===== src/rtl/multi_pipeline_control_unit_pkg.sv =====
// Shared opcodes, response codes, FSM encoding and payload sizing helpers
// for the multi-pipeline command decoder.
package multi_pipeline_control_unit_pkg;
  localparam int BLOCK_INSTR_WIDTH = 32;

  localparam logic [3:0] OP_WRITE_INSTR  = 4'h1;
  localparam logic [3:0] OP_WRITE_REG0   = 4'h2;
  localparam logic [3:0] OP_WRITE_REG1   = 4'h3;
  localparam logic [3:0] OP_UPDATE_REG0  = 4'h4;
  localparam logic [3:0] OP_UPDATE_REG1  = 4'h5;
  localparam logic [3:0] OP_ALLOC_DELAY  = 4'h6;
  localparam logic [3:0] OP_SWAP         = 4'h7;
  localparam logic [3:0] OP_RESET_PIPE   = 4'h8;
  localparam logic [3:0] OP_COMMIT       = 4'h9;
  localparam logic [3:0] OP_SET_IN_GAIN  = 4'hA;
  localparam logic [3:0] OP_SET_OUT_GAIN = 4'hB;
  localparam logic [3:0] OP_PING         = 4'hC;

  localparam logic [7:0] RESP_ACK       = 8'h00;
  localparam logic [7:0] RESP_BAD_OP    = 8'h01;
  localparam logic [7:0] RESP_BAD_PIPE  = 8'h02;
  localparam logic [7:0] RESP_TIMEOUT   = 8'h03;
  localparam logic [7:0] RESP_SAME_PIPE = 8'h04;

  typedef enum logic [2:0] {
    ST_READY, ST_LISTEN, ST_EXECUTE, ST_SWAP_WAIT, ST_RESET_WAIT
  } state_t;

  // Whole bytes needed to carry a field, never fewer than one.
  function automatic int bytes_for_bits(input int bits);
    int b;
    b = (bits + 7) / 8;
    return (b < 1) ? 1 : b;
  endfunction

  function automatic int max3(input int a, input int b, input int c);
    int m;
    m = (a > b) ? a : b;
    return (m > c) ? m : c;
  endfunction

  // Payload bytes following the command byte for each opcode.
  function automatic int payload_len(input logic [3:0] op, input int bb,
                                     input int db, input int dab);
    case (op)
      OP_WRITE_INSTR:                  return bb + 4;
      OP_WRITE_REG0, OP_WRITE_REG1,
      OP_UPDATE_REG0, OP_UPDATE_REG1:  return bb + db;
      OP_ALLOC_DELAY:                  return 2 * dab;
      OP_SET_IN_GAIN, OP_SET_OUT_GAIN: return db;
      default:                         return 0;
    endcase
  endfunction
endpackage


===== src/rtl/multi_pipeline_control_unit_if.sv =====
// Host byte link: command bytes in, one-byte ACK/NACK responses out.
interface multi_pipeline_control_unit_if;
  logic [7:0] in_byte;
  logic       in_valid;
  logic       in_ready;
  logic [7:0] resp_byte;
  logic       resp_valid;
  logic       invalid;

  modport master (output in_byte, in_valid, input in_ready, resp_byte, resp_valid, invalid);
  modport slave  (input in_byte, in_valid, output in_ready, resp_byte, resp_valid, invalid);
endinterface


===== src/rtl/multi_pipeline_control_unit_cmd_payload_shifter.sv =====
// Collects payload bytes big-endian and watches for a stalled host.
module cmd_payload_shifter #(
  parameter int SH_BYTES = 6,
  parameter int CW       = 3,
  parameter int TIMEOUT  = 1000000
) (
  input  logic                  clk,
  input  logic                  reset,
  input  logic                  start,
  input  logic                  listening,
  input  logic                  accept,
  input  logic [7:0]            in_byte,
  input  logic [CW-1:0]         need,
  output logic [8*SH_BYTES-1:0] shreg,
  output logic                  last_byte,
  output logic                  timed_out
);
  localparam int IW = $clog2(TIMEOUT + 1);

  logic [CW-1:0] cnt;
  logic [IW-1:0] idle;

  assign last_byte = accept && (cnt == need - CW'(1));
  assign timed_out = listening && !accept && (idle == IW'(TIMEOUT - 1));

  // Byte count and idle count restart while idle; bytes shift in from the low end.
  always_ff @(posedge clk) begin
    if (reset) begin
      cnt   <= '0;
      idle  <= '0;
      shreg <= '0;
    end else if (start) begin
      cnt  <= '0;
      idle <= '0;
    end else if (accept) begin
      cnt   <= cnt + CW'(1);
      idle  <= '0;
      shreg <= {shreg[8*SH_BYTES-9:0], in_byte};
    end else if (listening) begin
      idle <= idle + IW'(1);
    end
  end
endmodule


===== src/rtl/multi_pipeline_control_unit.sv =====
// Command decoder/sequencer driving N pipelines from a host byte stream.
module multi_pipeline_control_unit
  import multi_pipeline_control_unit_pkg::*;
#(
  parameter int n_blocks         = 256,
  parameter int n_pipelines      = 2,
  parameter int data_width       = 16,
  parameter int delay_addr_bytes = 3,
  parameter int timeout_cycles   = 1000000
) (
  input  logic                          clk,
  input  logic                          reset,
  multi_pipeline_control_unit_if.slave  link,
  output logic [$clog2(n_blocks)-1:0]   block_target,
  output logic                          reg_target,
  output logic [BLOCK_INSTR_WIDTH-1:0]  instr_out,
  output logic [data_width-1:0]         data_out,
  output logic [8*delay_addr_bytes-1:0] delay_size_out,
  output logic [8*delay_addr_bytes-1:0] init_delay_out,
  output logic [n_pipelines-1:0]        block_instr_write,
  output logic [n_pipelines-1:0]        block_reg_write,
  output logic [n_pipelines-1:0]        reg_writes_commit,
  input  logic [n_pipelines-1:0]        pipeline_regfiles_syncing,
  output logic [n_pipelines-1:0]        alloc_delay,
  output logic [n_pipelines-1:0]        pipeline_full_reset,
  input  logic [n_pipelines-1:0]        pipeline_resetting,
  output logic [n_pipelines-1:0]        pipeline_enables,
  output logic                          swap_pipelines,
  output logic [$clog2(n_pipelines)-1:0] swap_target,
  input  logic                          pipelines_swapping,
  output logic [$clog2(n_pipelines)-1:0] current_pipeline,
  output logic                          set_input_gain,
  output logic                          set_output_gain
);
  localparam int NP   = n_pipelines;
  localparam int BB   = bytes_for_bits($clog2(n_blocks));
  localparam int DB   = bytes_for_bits(data_width);
  localparam int DAB  = delay_addr_bytes;
  localparam int MAXB = max3(BB + 4, BB + DB, 2 * DAB);
  localparam int CW   = $clog2(MAXB + 1);
  localparam int BT_W = $clog2(n_blocks);

  localparam logic [NP-1:0] ONE = {{(NP-1){1'b0}}, 1'b1};

  state_t          state;
  logic            arm, rst_q;
  logic [3:0]      cmd_op, cmd_p;
  logic [NP-1:0]   pend_commit, p_mask, in_mask, cur_mask;
  logic [7:0]      resp_byte_q;
  logic            resp_valid_q, invalid_q;
  logic [8*MAXB-1:0] shreg;
  logic            last_byte, timed_out, accept, stall;
  logic [3:0]      in_op, in_p;

  assign in_op         = link.in_byte[7:4];
  assign in_p          = link.in_byte[3:0];
  assign link.in_ready = (state == ST_READY) || (state == ST_LISTEN);
  assign link.resp_byte  = resp_byte_q;
  assign link.resp_valid = resp_valid_q;
  assign link.invalid    = invalid_q;
  assign accept   = (state == ST_LISTEN) && link.in_valid;
  assign p_mask   = ONE << cmd_p;
  assign in_mask  = ONE << in_p;
  assign cur_mask = ONE << current_pipeline;
  assign stall    = pipelines_swapping || |(pipeline_regfiles_syncing & p_mask);

  cmd_payload_shifter #(.SH_BYTES(MAXB), .CW(CW), .TIMEOUT(timeout_cycles)) u_shift (
    .clk       (clk),
    .reset     (reset),
    .start     (state == ST_READY),
    .listening (state == ST_LISTEN),
    .accept    (accept),
    .in_byte   (link.in_byte),
    .need      (CW'(payload_len(cmd_op, BB, DB, DAB))),
    .shreg     (shreg),
    .last_byte (last_byte),
    .timed_out (timed_out)
  );

  // Delayed copy of reset so every reset edge is followed by a full pipeline reset.
  always_ff @(posedge clk) rst_q <= reset;

  // Command sequencer: decode, collect payload, execute, swap/reset handshakes.
  always_ff @(posedge clk) begin
    if (reset) begin
      state <= ST_READY;
      arm <= 1'b0; cmd_op <= '0; cmd_p <= '0; pend_commit <= '0;
      current_pipeline <= '0; swap_target <= '0; pipeline_enables <= ONE;
      block_target <= '0; reg_target <= 1'b0; instr_out <= '0; data_out <= '0;
      delay_size_out <= '0; init_delay_out <= '0;
      block_instr_write <= '0; block_reg_write <= '0; reg_writes_commit <= '0;
      alloc_delay <= '0; pipeline_full_reset <= {NP{rst_q}}; swap_pipelines <= 1'b0;
      set_input_gain <= 1'b0; set_output_gain <= 1'b0;
      resp_byte_q <= '0; resp_valid_q <= 1'b0; invalid_q <= 1'b0;
    end else begin
      block_instr_write <= '0; block_reg_write <= '0; alloc_delay <= '0;
      reg_writes_commit <= pend_commit; pend_commit <= '0;
      pipeline_full_reset <= {NP{rst_q}}; swap_pipelines <= 1'b0;
      set_input_gain <= 1'b0; set_output_gain <= 1'b0;
      resp_valid_q <= 1'b0; invalid_q <= 1'b0;
      case (state)
        ST_READY: if (link.in_valid) begin
          cmd_op <= in_op;
          cmd_p  <= in_p;
          if (in_op == 4'h0 || in_op > OP_PING) begin
            resp_valid_q <= 1'b1; resp_byte_q <= RESP_BAD_OP; invalid_q <= 1'b1;
          end else if (in_op < OP_SET_IN_GAIN && {1'b0, in_p} >= 5'(NP)) begin
            resp_valid_q <= 1'b1; resp_byte_q <= RESP_BAD_PIPE; invalid_q <= 1'b1;
          end else begin
            case (in_op)
              OP_RESET_PIPE: pipeline_full_reset <= {NP{rst_q}} | in_mask;
              OP_COMMIT:     reg_writes_commit <= pend_commit | in_mask;
              OP_PING: begin
                resp_valid_q <= 1'b1; resp_byte_q <= RESP_ACK;
              end
              OP_SWAP: begin
                if (in_p == 4'(current_pipeline)) begin
                  resp_valid_q <= 1'b1; resp_byte_q <= RESP_SAME_PIPE; invalid_q <= 1'b1;
                end else begin
                  swap_pipelines    <= 1'b1;
                  reg_writes_commit <= pend_commit | in_mask;
                  pipeline_enables  <= pipeline_enables | in_mask;
                  swap_target       <= in_p[$clog2(NP)-1:0];
                  arm   <= 1'b0;
                  state <= ST_SWAP_WAIT;
                end
              end
              default: state <= ST_LISTEN;
            endcase
          end
        end
        ST_LISTEN: begin
          if (timed_out) begin
            resp_valid_q <= 1'b1; resp_byte_q <= RESP_TIMEOUT; invalid_q <= 1'b1;
            state <= ST_READY;
          end else if (last_byte) begin
            state <= ST_EXECUTE;
          end
        end
        ST_EXECUTE: begin
          if (!(cmd_op >= OP_WRITE_REG0 && cmd_op <= OP_UPDATE_REG1 && stall)) begin
            resp_valid_q <= 1'b1; resp_byte_q <= RESP_ACK;
            state <= ST_READY;
          end
          case (cmd_op)
            OP_WRITE_INSTR: begin
              instr_out         <= shreg[BLOCK_INSTR_WIDTH-1:0];
              block_target      <= shreg[32 +: BT_W];
              block_instr_write <= p_mask;
            end
            OP_WRITE_REG0, OP_WRITE_REG1, OP_UPDATE_REG0, OP_UPDATE_REG1: if (!stall) begin
              data_out        <= shreg[data_width-1:0];
              block_target    <= shreg[8*DB +: BT_W];
              reg_target      <= cmd_op[0];
              block_reg_write <= p_mask;
              if (cmd_op >= OP_UPDATE_REG0) pend_commit <= p_mask;
            end
            OP_ALLOC_DELAY: begin
              init_delay_out <= shreg[8*DAB-1:0];
              delay_size_out <= shreg[8*DAB +: 8*DAB];
              alloc_delay    <= p_mask;
            end
            OP_SET_IN_GAIN: begin
              data_out <= shreg[data_width-1:0]; set_input_gain <= 1'b1;
            end
            default: begin
              data_out <= shreg[data_width-1:0]; set_output_gain <= 1'b1;
            end
          endcase
        end
        ST_SWAP_WAIT: begin
          arm <= 1'b1;
          if (arm && !pipelines_swapping) begin
            current_pipeline    <= swap_target;
            pipeline_full_reset <= {NP{rst_q}} | cur_mask;
            pipeline_enables    <= pipeline_enables & ~cur_mask;
            arm   <= 1'b0;
            state <= ST_RESET_WAIT;
          end
        end
        default: begin
          arm <= 1'b1;
          if (arm && !(|pipeline_resetting)) begin
            resp_valid_q <= 1'b1; resp_byte_q <= RESP_ACK;
            state <= ST_READY;
          end
        end
      endcase
    end
  end
endmodule

===== src/flat_wrapper.sv =====
// flat-port wrapper written by rule: the top's interface ports become plain ports
module multi_pipeline_control_unit_flat import multi_pipeline_control_unit_pkg::*;
#(
  parameter int n_blocks         = 256,
  parameter int n_pipelines      = 2,
  parameter int data_width       = 16,
  parameter int delay_addr_bytes = 3,
  parameter int timeout_cycles   = 1000000
)
  (clk, reset, block_target, reg_target, instr_out, data_out, delay_size_out, init_delay_out, block_instr_write, block_reg_write, reg_writes_commit, pipeline_regfiles_syncing, alloc_delay, pipeline_full_reset, pipeline_resetting, pipeline_enables, swap_pipelines, swap_target, pipelines_swapping, current_pipeline, set_input_gain, set_output_gain, link_in_byte, link_in_valid, link_in_ready, link_resp_byte, link_resp_valid, link_invalid);
  multi_pipeline_control_unit_if link_i ();
  input  logic clk;
  input  logic reset;
  output logic [$clog2(n_blocks)-1:0] block_target;
  output logic reg_target;
  output logic [BLOCK_INSTR_WIDTH-1:0] instr_out;
  output logic [data_width-1:0] data_out;
  output logic [8*delay_addr_bytes-1:0] delay_size_out;
  output logic [8*delay_addr_bytes-1:0] init_delay_out;
  output logic [n_pipelines-1:0] block_instr_write;
  output logic [n_pipelines-1:0] block_reg_write;
  output logic [n_pipelines-1:0] reg_writes_commit;
  input  logic [n_pipelines-1:0] pipeline_regfiles_syncing;
  output logic [n_pipelines-1:0] alloc_delay;
  output logic [n_pipelines-1:0] pipeline_full_reset;
  input  logic [n_pipelines-1:0] pipeline_resetting;
  output logic [n_pipelines-1:0] pipeline_enables;
  output logic swap_pipelines;
  output logic [$clog2(n_pipelines)-1:0] swap_target;
  input  logic pipelines_swapping;
  output logic [$clog2(n_pipelines)-1:0] current_pipeline;
  output logic set_input_gain;
  output logic set_output_gain;
  input wire logic [$bits(link_i.in_byte)-1:0] link_in_byte;
  input wire logic [$bits(link_i.in_valid)-1:0] link_in_valid;
  output wire logic [$bits(link_i.in_ready)-1:0] link_in_ready;
  output wire logic [$bits(link_i.resp_byte)-1:0] link_resp_byte;
  output wire logic [$bits(link_i.resp_valid)-1:0] link_resp_valid;
  output wire logic [$bits(link_i.invalid)-1:0] link_invalid;
  assign link_i.in_byte = link_in_byte;
  assign link_i.in_valid = link_in_valid;
  assign link_in_ready = link_i.in_ready;
  assign link_resp_byte = link_i.resp_byte;
  assign link_resp_valid = link_i.resp_valid;
  assign link_invalid = link_i.invalid;
  multi_pipeline_control_unit #(.n_blocks(n_blocks), .n_pipelines(n_pipelines), .data_width(data_width), .delay_addr_bytes(delay_addr_bytes), .timeout_cycles(timeout_cycles)) u_core (.clk(clk), .reset(reset), .link(link_i), .block_target(block_target), .reg_target(reg_target), .instr_out(instr_out), .data_out(data_out), .delay_size_out(delay_size_out), .init_delay_out(init_delay_out), .block_instr_write(block_instr_write), .block_reg_write(block_reg_write), .reg_writes_commit(reg_writes_commit), .pipeline_regfiles_syncing(pipeline_regfiles_syncing), .alloc_delay(alloc_delay), .pipeline_full_reset(pipeline_full_reset), .pipeline_resetting(pipeline_resetting), .pipeline_enables(pipeline_enables), .swap_pipelines(swap_pipelines), .swap_target(swap_target), .pipelines_swapping(pipelines_swapping), .current_pipeline(current_pipeline), .set_input_gain(set_input_gain), .set_output_gain(set_output_gain));
endmodule

===== config.mk =====
export PLATFORM = sky130hd
export DESIGN_NAME = multi_pipeline_control_unit_flat
export DESIGN_NICKNAME = d
export VERILOG_FILES = /design/src/rtl/multi_pipeline_control_unit_pkg.sv /design/src/rtl/multi_pipeline_control_unit_if.sv /design/src/rtl/multi_pipeline_control_unit_cmd_payload_shifter.sv /design/src/rtl/multi_pipeline_control_unit.sv /design/src/flat_wrapper.sv
export SDC_FILE = /design/constraint.sdc
export NUM_CORES = 1
export LEC_CHECK = 0
export BUFFER_PORTS_ARGS = -buffer_cell sky130_fd_sc_hd__buf_4
export CORE_MARGIN = 8
export CORE_UTILIZATION = 50
export CTS_CLUSTER_DIAMETER = 120
export CTS_CLUSTER_SIZE = 20
export DETAILED_ROUTE_END_ITERATION = 16
export HOLD_SLACK_MARGIN = 0.1
export PLACE_DENSITY_LB_ADDON = 0.1
export SYNTH_ARGS = -nofsm -noshare
export SYNTH_HDL_FRONTEND = slang
export SYNTH_SLANG_ARGS = --single-unit

===== constraint.sdc =====
create_clock -name clk -period 1.88 [get_ports clk]
set_input_delay 0.282 -clock clk [delete_from_list [all_inputs] [get_ports clk]]
set_output_delay 0.282 -clock clk [all_outputs]
set_load 0.02 [all_outputs]

# ---- Yosys cells after proc, flatten, opt, wreduce, memory -nomap -nowiden
# Memory sizes are Yosys's and may differ from the RTL's. A register that Yosys moved wholly into a read port is not among the register bits.
# Index checks and enable logic that the tools add are counted.
dict set report totals {
  rom_bits 48
  in_bits 16
  word_cells 214
  memories 1
  regBits 218
}
dict set report classes {
  addsub 3
  shift 3
  n_eq_ne 31
  order_cmp 6
  n_reduce_logical 49
  bitwise_logic 22
  mux 70
}
# name depth word_bits read_ports rd_clocked_by_memory_dff write_ports line
set memory_table {}
lappend memory_table {{(name not given)} 16 3 1 1 0 multi_pipeline_control_unit_pkg.sv:45} ;# case (op)
# operator count
set ops {}
lappend ops {{8-bit two-way mux} 8}
lappend ops {{2-bit two-way mux} 17}
lappend ops {{16-bit case mux with 2 select lines} 1}
lappend ops {{8-bit case mux with 2 select lines} 2}
lappend ops {{8-bit case mux with 4 select lines} 1}
lappend ops {{3-bit two-way mux} 9}
lappend ops {{20-bit by 1-bit adder with 20-bit output, second input constant} 1}
lappend ops {{20-bit == test, second input constant} 1}
lappend ops {{1-bit two-way mux} 20}
lappend ops {{4-bit by 3-bit == test with 1-bit output, second input constant} 4}
lappend ops {{4-bit == test, second input constant} 4}
lappend ops {{16-bit two-way mux} 1}
lappend ops {{1-bit inverter} 15}
lappend ops {{2-bit inequality test, second input constant} 7}
lappend ops {{7-bit AND reduction} 2}
lappend ops {{2-bit case mux with 2 select lines} 3}
lappend ops {{3-bit case mux with 4 select lines} 1}
lappend ops {{6-bit AND reduction} 2}
lappend ops {{2-bit OR reduction} 6}
lappend ops {{3-bit OR reduction} 4}
lappend ops {{2-bit AND reduction} 5}
lappend ops {{1-bit logical AND} 9}
lappend ops {{3-bit AND reduction} 3}
lappend ops {{9-bit AND reduction} 1}
lappend ops {{39 further kinds} 57}

# ---- Logic depth before layout (Yosys ltp)
# Gate-level depths: netlist of run 1.
dict set report depth {
  word_depth 8
  depth_mapped 9
  ltp_nobuf 8
}

# ---- Modules after synthesis
# A second synthesis of run 1 with hierarchy kept.
dict set report hier_totals {
  cells_unflattened 1015
  area_unflattened_um2 8529.4
}
# mod instances area_each_um2 cells_each seq_area_each_um2
set by_module_without_submodules {}
lappend by_module_without_submodules {multi_pipeline_control_unit 1 5734.2 671 2902.8}
lappend by_module_without_submodules {cmd_payload_shifter 1 2795.2 344 1421.4}

# ---- Worst setup path before layout of run 1
# No wires, ideal clock.
dict set report synth_timing {
  kind {register to register}
  start {reg u_core.cmd_p[0]}
  end {reg u_core.data_out[12]}
  t_required_ns 1.752
  arrival_ns 1.796
  stages_incl_launch_ff 8
  setup_slack_ns -0.043
  synth_period_minus_slack_ns 1.923
  cell_sequence {dfxtp_1 -> mux2_2 -> a21oi_2 -> o21ai_2 -> a21oi_2 -> buf_4 -> mux2i_1 -> nor2_1}
}
dict set report synth_between {
  elab_chain_cells 6
}
# element line
set synth_rtl {}
lappend synth_rtl {{start, declared} multi_pipeline_control_unit.sv:47} ;# logic [3:0] cmd_op, cmd_p;
lappend synth_rtl {{start signal, assigned} multi_pipeline_control_unit.sv:104} ;# cmd_p <= in_p;
lappend synth_rtl {{1-bit by 4-bit left shift with 2-bit output} multi_pipeline_control_unit.sv:62} ;# assign p_mask = ONE << cmd_p;
lappend synth_rtl {{2-bit bitwise AND} multi_pipeline_control_unit.sv:65} ;# assign stall = pipelines_swapping || |(pipeline_regfiles_syncing & p_mask);
lappend synth_rtl {{2-bit OR reduction} multi_pipeline_control_unit.sv:65}
lappend synth_rtl {{1-bit logical OR} multi_pipeline_control_unit.sv:65}
lappend synth_rtl {{2-bit inequality test (no source line)} -}
lappend synth_rtl {{3-bit AND reduction (no source line)} -}
lappend synth_rtl {{end signal, assigned} multi_pipeline_control_unit.sv:152} ;# data_out <= shreg[data_width-1:0];
lappend synth_rtl {{end, declared} multi_pipeline_control_unit.sv:17} ;# output logic [data_width-1:0] data_out,
# Every way passes these cells.
# A chain may end at the register's enable or synchronous reset.

# ---- Final worst setup path of run 1
dict set report layout_timing {
  start {reg u_core.state[0]}
  end {reg u_core.resp_byte_q[0], in the netlist u_core.link.resp_byte[0]}
}
dict set report layout_between {
  elab_chain_cells 7
  elab_cells_between_ends 17
}
# element line
set layout_rtl {}
lappend layout_rtl {{start, declared} multi_pipeline_control_unit.sv:45} ;# state_t state;
lappend layout_rtl {{start signal, assigned} multi_pipeline_control_unit.sv:86} ;# state <= ST_READY;
lappend layout_rtl {{start signal, assigned} multi_pipeline_control_unit.sv:125} ;# state <= ST_SWAP_WAIT;
lappend layout_rtl {{start signal, assigned} multi_pipeline_control_unit.sv:128} ;# default: state <= ST_LISTEN;
lappend layout_rtl {{3-bit by 1-bit == test with 1-bit output} {multi_pipeline_control_unit.sv:61, multi_pipeline_control_unit.sv:71, multi_pipeline_control_unit.sv:101}}
lappend layout_rtl {{1-bit logical AND} multi_pipeline_control_unit.sv:61} ;# assign accept = (state == ST_LISTEN) && link.in_valid;
lappend layout_rtl {{1-bit zero test} multi_pipeline_control_unit_cmd_payload_shifter.sv:24} ;# assign timed_out = listening && !accept && (idle == IW'(TIMEOUT - 1));
lappend layout_rtl {{1-bit logical AND (2 in series)} multi_pipeline_control_unit_cmd_payload_shifter.sv:24}
lappend layout_rtl {{2-bit by 1-bit inequality test with 1-bit output (no source line)} -}
lappend layout_rtl {{7-bit AND reduction (no source line)} -}
lappend layout_rtl {{end signal, assigned} multi_pipeline_control_unit.sv:94} ;# resp_byte_q <= '0; resp_valid_q <= 1'b0; invalid_q <= 1'b0;
lappend layout_rtl {{end signal, assigned} multi_pipeline_control_unit.sv:106} ;# resp_valid_q <= 1'b1; resp_byte_q <= RESP_BAD_OP; invalid_q <= 1'b1;
lappend layout_rtl {{end signal, assigned} multi_pipeline_control_unit.sv:108} ;# resp_valid_q <= 1'b1; resp_byte_q <= RESP_BAD_PIPE; invalid_q <= 1'b1;
lappend layout_rtl {{end, declared} multi_pipeline_control_unit.sv:49} ;# logic [7:0] resp_byte_q;
# Parallel ways exist; a longest one is shown, timed or not.

==> metrics, run 1 <==
status finished, violations left; failing checks setup timing; Crit Path Max Fanout 6; setup TNS -0.0571 ns; top cell type by total area after synthesis dfxtp_1; critical-path cell list or3b_2 > or3_4 > o2111ai_2 > buf_4 > mux2i_1 > nor2_1; Hold Path End u_core.u_shift.shreg[5]$_SDFFE_PP0P_; CTS H-tree depth 1; met2 wire len approximately 11 mm; Final Cycle Share 102%; wl on met1 10.4 mm; CP arrival 2.28 ns; Critical Path RT 2.24 ns; Clk Latency, worst-skew pair 0.47 ns; FF+latch count, synth 216; Die Y 145 um; vias in the first global route 6885; most frequent cell after synthesis nand2_1; Die W 145 um; Final Hold Vio Count 0; # setup viols final 3; first-pass GRT wire length roughly 36 mm; commonest cells in the netlist 295 x nand2_1, 216 x dfxtp_1, 147 x a21oi_1; DR vias/cell 5.24; Max Freq 522 MHz; Power Dens Cells 777 mW/mm2; die area 0.0209 mm2; Final nets approximately 1200; VDD IR max 718 uV; CTS root buf clkbuf_16; total CTS buffers 14; Async SR Flop Fraction 0%; Syn-to-layout area delta 30.4%; Yosys top cell area share 52.2%; Final Non-Filler Cells 1404; core footprint 0.0164 mm2; number of diodes 0; Post-Route Utilization 65.9%; TritonCTS clock tree done; first-pass iteration count of the detailed router 5; initial antenna violation count 0; slowest stage delay, CP 0.49 ns; WS Path Type flop to flop; Final ANT Viol Nets 0; share of cells above drive strength 1 24.7%; Hold Startpoint link_in_byte[5]; unrepaired setup endpoints after global routing true; Top FF cell, synth dfxtp_1; Worst-Margin Slew between 0.5 and 0.6 ns; final worst path period need 1.92 ns; fillers 1428; crit path launch u_core.state[0]$_SDFFE_PP0P_; dpl cell area 0.0101 mm2; number of synthesized flops with an enable pin 0; R2R Path End u_core.link.resp_byte[0]$_SDFFE_PP0P_; # IOs 149; Final Wtd Congestion 0.859; Slew Limit Fails 0; wire per inst 16.6 um; sequential share of the synthesized area 52.2%; largest net degree at the start of global routing 128; Min-Delay Path Class primary input to flop; Mapped Area 0.00829 mm2; total gr overflow 0; Placed Cells 1376; met3 WL 1.51 mm; top metal layer carrying routed signals met4; fin area around 0.011 mm2; Synth cell types 54; Max clock buf depth 3; syn avg cell area around 8.3 um2; DRC Markers 0; Slew HR 62.5%; overall routed net length 23.4 mm; Vias roughly 7400; Starting DRT DRC Count 417; flop2flop setup slack -0.04 ns; Max-Cap Viols 0; Worst Hold Depth 3; Crit-path slowest cell or3b_2; Startpoint Class flop; dominant cells by area after synthesis dfxtp_1 52%, nand2_1 13%, a21oi_1 8.9%, nor2_1 3.8%, mux2i_1 3.7%; total leakage power 4.11 nW; CP endpoint kind flop; R2R Path Start u_core.state[0]$_SDFFE_PP0P_; gr usage total approximately a fifth; Starting Density 50.5%; Cells after Synth 1004; DP Worst Slack -0.139 ns; final worst slack -0.0352 ns; hpwl dp 15.4 mm; r2r worst-path depth 6; clock skew 0.0171 ns; Buffers on Ports 143; Reg clk slew, reported paths about 0.09 ns; Ys Warns 0; num rows 47; CTS sink cnt approximately 220
==> state kept, by name, indices dropped and copies added, names as in the netlist, 3 cells and up <==
name / flops
u_core.u_shift.shreg: 48
u_core.instr_out: 32
u_core.delay_size_out: 24
u_core.init_delay_out: 24
u_core.u_shift.idle: 20
u_core.data_out: 16
u_core.block_target: 8
u_core.cmd_op: 4
u_core.cmd_p: 4
u_core.link.resp_byte: 3
u_core.state: 3
u_core.u_shift.cnt: 3
u_core.u_shift.need: 3
==> critical path, delay by kind of cell (launching register included) <==
| family | cells | cell delay [ns] |
|---|---|---|
| DFF | 1 | 0.37 |
| muxes | 1 | 0.20 |
| and+or+nand+nor | 3 | 0.96 |
| AOI/OAI and AO/OA | 1 | 0.11 |
| buffers and inverters | 1 | 0.16 |
==> report_power, final <==
part	total, mW	internal, mW	switching (mW)
Sequential	4.67	4.62	0.0460
Clock	3.02	1.56	1.46
Combinational	0.709	0.297	0.413
==> final cells by class <==
cell class	instances	area (um2)	share of cell area (%)
clock inverter	1	30.0	0.278
inverter	7	26.3	0.243
clock buffer	15	375	3.47
timing repair buffer	233	2000	18.5
sequential	216	4340	40.1
multi-input combinational	712	3770	34.9
tap	220	275	2.55
==> how the worst max path moves through the flow <==
stage                                        endpoint  slack [ns]
4_1_cts         u_core.link.resp_byte[0]$_SDFFE_PP0P_      -0.005
2_1_floorplan  u_core.delay_size_out[13]$_SDFFE_PP0P_      -0.005
5_1_grt         u_core.link.resp_byte[1]$_SDFFE_PP0P_       -0.12
3_3_place_gp    u_core.link.resp_byte[0]$_SDFFE_PP0P_       -0.08
6_report        u_core.link.resp_byte[0]$_SDFFE_PP0P_       -0.04
3_5_place_dp    u_core.link.resp_byte[0]$_SDFFE_PP0P_       -0.14
==> per-stage QoR <==
step	hold WS [ns]	total power, mW
global placement	0.422	5.43
detailed placement	0.427	5.43
CTS	0.125	8.44
global route	0.152	8.71
floorplan	0.310	5.18
finish	0.137	8.40
==> per-layer routing <==
layer	vias up	track usage, %
li1	3660	-
met1	3478	27.6
met2	193	35.3
met3	27	3.61
met4	0	4.87
met5	-	0
==> cells by family (layout without fill, tap and decap cells) <==
| family | Yosys count | after routing | share of synthesized area (%) |
|---|---|---|---|
| and+or+nand+nor | 453 | 453 | 23.4 |
| AOI/OAI and AO/OA | 192 | 192 | 12.9 |
| adders and majority gates | 3 | 3 | 0.453 |
| DFF | 216 | 216 | 52.2 |
| xor gates and xnor gates | 26 | 26 | 2.75 |
| buffers and inverters | 80 | 256 | 4.24 |
| muxes | 33 | 33 | 4.02 |
| other | 1 | 5 | 0.0453 |
==> cell usage in the layout (no fill, tap or decap), drive strengths merged, types with 6 or more instances in the layout <==
cell type	count
nand4	9
a21oi	150
or3	7
a211oi	9
buf	227
o21ai	17
dfxtp	216
nor3	12
nor4	6
inv	7
xnor2	10
mux2i	31
clkbuf	20
xor2	16
nand2	295
nor2	83
==> repair_timing <==
action,CTS,global route
setup buffers,2,3
gates cloned,0,6
hold endpoints to repair,11,0
endpoints found under the setup margin,38,115
gates resized for setup,9,28
pin swaps,2,9
hold buffers,1,0
Note: power is estimated with default switching activity, not from simulation.
==> inputs of run 2 (changes only) <==
Settings changed: ABC_AREA from default to 1, HOLD_SLACK_MARGIN 0.1 to default.
==> run 2 against run 1 <==
The flow now finishes without violations. Critical endpoint is now link_in_ready. Die area grew 2.8%. Fmax up 5.0%. Combinational power grew to 4.7 times the previous value. Wire length is 2.9% lower. Clock-buffer cell count did not move. First-iteration DRC count up 32%. Sequential power up 21%. Critical path depth unchanged. Area after synthesis up 3.1%. Sequential share of layout area rose by 1.8 points. Worst setup slack better by 0.090 ns.
==> metrics, run 2 <==
status finished, final reports clean; # IOs 149 (unchanged); Starting DRT DRC Count 551 (+32%); number of diodes 0 (unchanged); Yosys top cell area share 50.6% (-1.6 points); first-pass iteration count of the detailed router 5 (unchanged); Final ANT Viol Nets 0 (unchanged); Max clock buf depth 3 (unchanged); Die Y 147 um (+1.4%); Power Dens Cells 1170 mW/mm2 (+50%); CTS root buf clkbuf_16; fin area 0.0103 mm2 (-4.5%); Final nets 1293 (+7.5%); Max Freq 548 MHz (+5.0%); DR vias/cell 5.15 (-1.7%); first-pass GRT wire length 36.5 mm (+2.6%); Top Registers u_core.u_shift.shreg (48), u_core.instr_out (32); Slew Limit Fails 0 (unchanged); Startpoint Class flop; die area 0.0215 mm2 (+2.8%); Crit-path slowest cell dfxtp_4; worst hold slack 0.0767 ns (-0.0600 ns); CTS sink cnt 216 (unchanged); CTS H-tree depth 1 (unchanged); # setup viols final 0 (-3); Mapped Area 0.00855 mm2 (+3.1%); WS Path Type flop to output port; Ys Warns 0 (unchanged); unrepaired setup endpoints after global routing true; commonest non-fill, non-tap cells in the layout 272 x nor2_1, 214 x dfxtp_1, 181 x o21ai_0, 160 x buf_4, 129 x nand2_1; dominant cells by area after synthesis dfxtp_1 51%, nor2_1 12%, o21ai_0 11%, nand2_1 5.7%, a21oi_1 5.0%; hpwl dp 16.0 mm (+4.0%); top cell type by total area after synthesis dfxtp_1; Final Cycle Share 97.1% (-4.8 points); Critical Path RT 1.60 ns (-0.64 ns); Final Wtd Congestion 0.934 (+8.7%); Reg clk slew, reported paths 0.09 ns (about the same); Synth cell types 41 (-24%); Clk Latency, worst-skew pair 0.47 ns (about the same); Reg with most FFs u_core.u_shift.shreg; TritonCTS clock tree done; Syn-to-layout area delta 20.8%; number of synthesized flops with an enable pin 0 (unchanged); Cells after Synth 1143 (+14%); total gr overflow 0 (unchanged); Buffers on Ports 143 (unchanged); vias in the first global route 7083 (+2.9%); initial antenna violation count 0 (unchanged); num rows 48 (+2.1%); largest net degree at the start of global routing 101 (-21%); final worst path period need 1.82 ns (-0.0905 ns); Top FF cell, synth dfxtp_1; critical-path cell list inv_2 > nor3_4 > buf_6 > inv_2 > nand2_2 > buf_6; commonest cells in the netlist 272 x nor2_1, 216 x dfxtp_1, 182 x o21ai_0; share of cells above drive strength 1 17.3% (-7.4 points); fillers 1600 (+12%); Largest register FFs 48 (unchanged); VDD IR max 578 uV (-20%); dpl cell area 0.00988 mm2 (-1.9%); CP endpoint kind output port; total leakage power 4.53 nW (+10%); total CTS buffers 14 (unchanged); Min-Delay Path Class primary input to flop; FF+latch count, synth 216 (unchanged); Vias 7724 (+5.0%); commonest non-fill, non-tap cell in the layout nor2_1; Post-CTS Hold Buffers 0 (-1); Starting Density 50.3% (-0.23 points); Async SR Flop Fraction 0% (unchanged); syn avg cell area 7.48 um2 (-9.4%); most frequent cell after synthesis nor2_1; slowest stage delay, CP 0.38 ns (-0.11 ns); Crit Path Max Fanout 4 (-2); CP arrival 1.54 ns (-0.74 ns); gr usage total 20.2% (-0.76 points); overall routed net length 22.7 mm (-2.9%); DRC Markers 0 (unchanged); wire per inst 15.1 um (-9.1%); Max-Cap Viols 0 (unchanged); Die W 147 um (+1.4%); clock skew 0.0157 ns (-0.00146 ns); sequential share of the synthesized area 50.6% (-1.6 points); core footprint 0.0170 mm2 (+3.6%); Final Hold Vio Count 0 (unchanged)
## run 2: cell families (layout without fill, tap and decap cells)
| kind of cell | after synthesis | after routing | synth area share (%) |
|---|---|---|---|
| and+or+nand+nor | 475 | 475 | 23.2 |
| xor gates and xnor gates | 5 | 5 | 0.513 |
| DFF | 216 | 216 | 50.6 |
| other | 1 | 5 | 0.0439 |
| AOI/OAI and AO/OA | 280 | 280 | 16.8 |
| buffers and inverters | 163 | 290 | 8.46 |
| adders and majority gates | 3 | 3 | 0.439 |
## run 2: worst paths after layout
path	slack, ns	cells after the start	startpoint	to
setup / recovery	0.06	6	u_core.state[0]$_SDFFE_PP0P_	link_in_ready
hold / removal	0.08	1	reset	u_core.rst_q$_DFF_P_
setup reg to reg	0.16	8	u_core.cmd_op[1]$_SDFFE_PP0P_	u_core.delay_size_out[14]$_SDFFE_PP0P_
hold reg to reg	0.45	2	u_core.data_out[5]$_SDFFE_PP0P_	u_core.data_out[5]$_SDFFE_PP0P_
## run 2: critical path: cells and delay by family, from the launching register on
kind / cells / cell delay, ns
flops: 1 / 0.38
simple gates: 2 / 0.30
buf+inv: 4 / 0.39
## run 2: power breakdown
part	total (mW)	switching [mW]	internal, mW
sequential	5.67	0.481	5.19
combinational	3.33	2.11	1.22
clock	3.04	1.48	1.56
## run 2: stage by stage
stage,setup TNS (ns),instances,utilization (%),worst slack [ns],power [mW]
finish,0,1499,60.7,0.0553,12.0
detailed placement,0,1480,58.1,0.171,9.04
CTS,0,1496,60.5,0.00399,12.1
global route,-0.0132,1499,60.7,-0.0106,12.7
global placement,0,1480,58.1,0.193,8.99
floorplan,0,1147,-,0.376,7.83
## run 2: area by class of cell
class,instances,area (um2),area share (%)
Tap cell,225,282,2.73
Timing Repair Buffer,170,1380,13.4
Clock buffer,15,375,3.64
Multi-Input combinational cell,768,3520,34.1
Inverter,104,400,3.88
Sequential cell,216,4330,41.9
Clock inverter,1,30.0,0.291
## run 2: timing repair
| action | 4_1_cts | 5_1_grt |
|---|---|---|
| endpoints found under the hold margin | 0 | 0 |
| buffers inserted | 0 | 3 |
| setup endpoints to repair | 1 | 3 |
| pin swaps | 0 | 1 |
| gates resized for setup | 1 | 6 |
## run 2: metal layers
layer | vias to the layer above | part of all wire (%) | track usage, %
met5 | - | 0 | 0
met2 | 251 | 45 | 32.6
met3 | 23 | 7.4 | 3.81
met4 | 0 | 1.5 | 3.97
met1 | 3535 | 46 | 27.7
li1 | 3915 | - | -
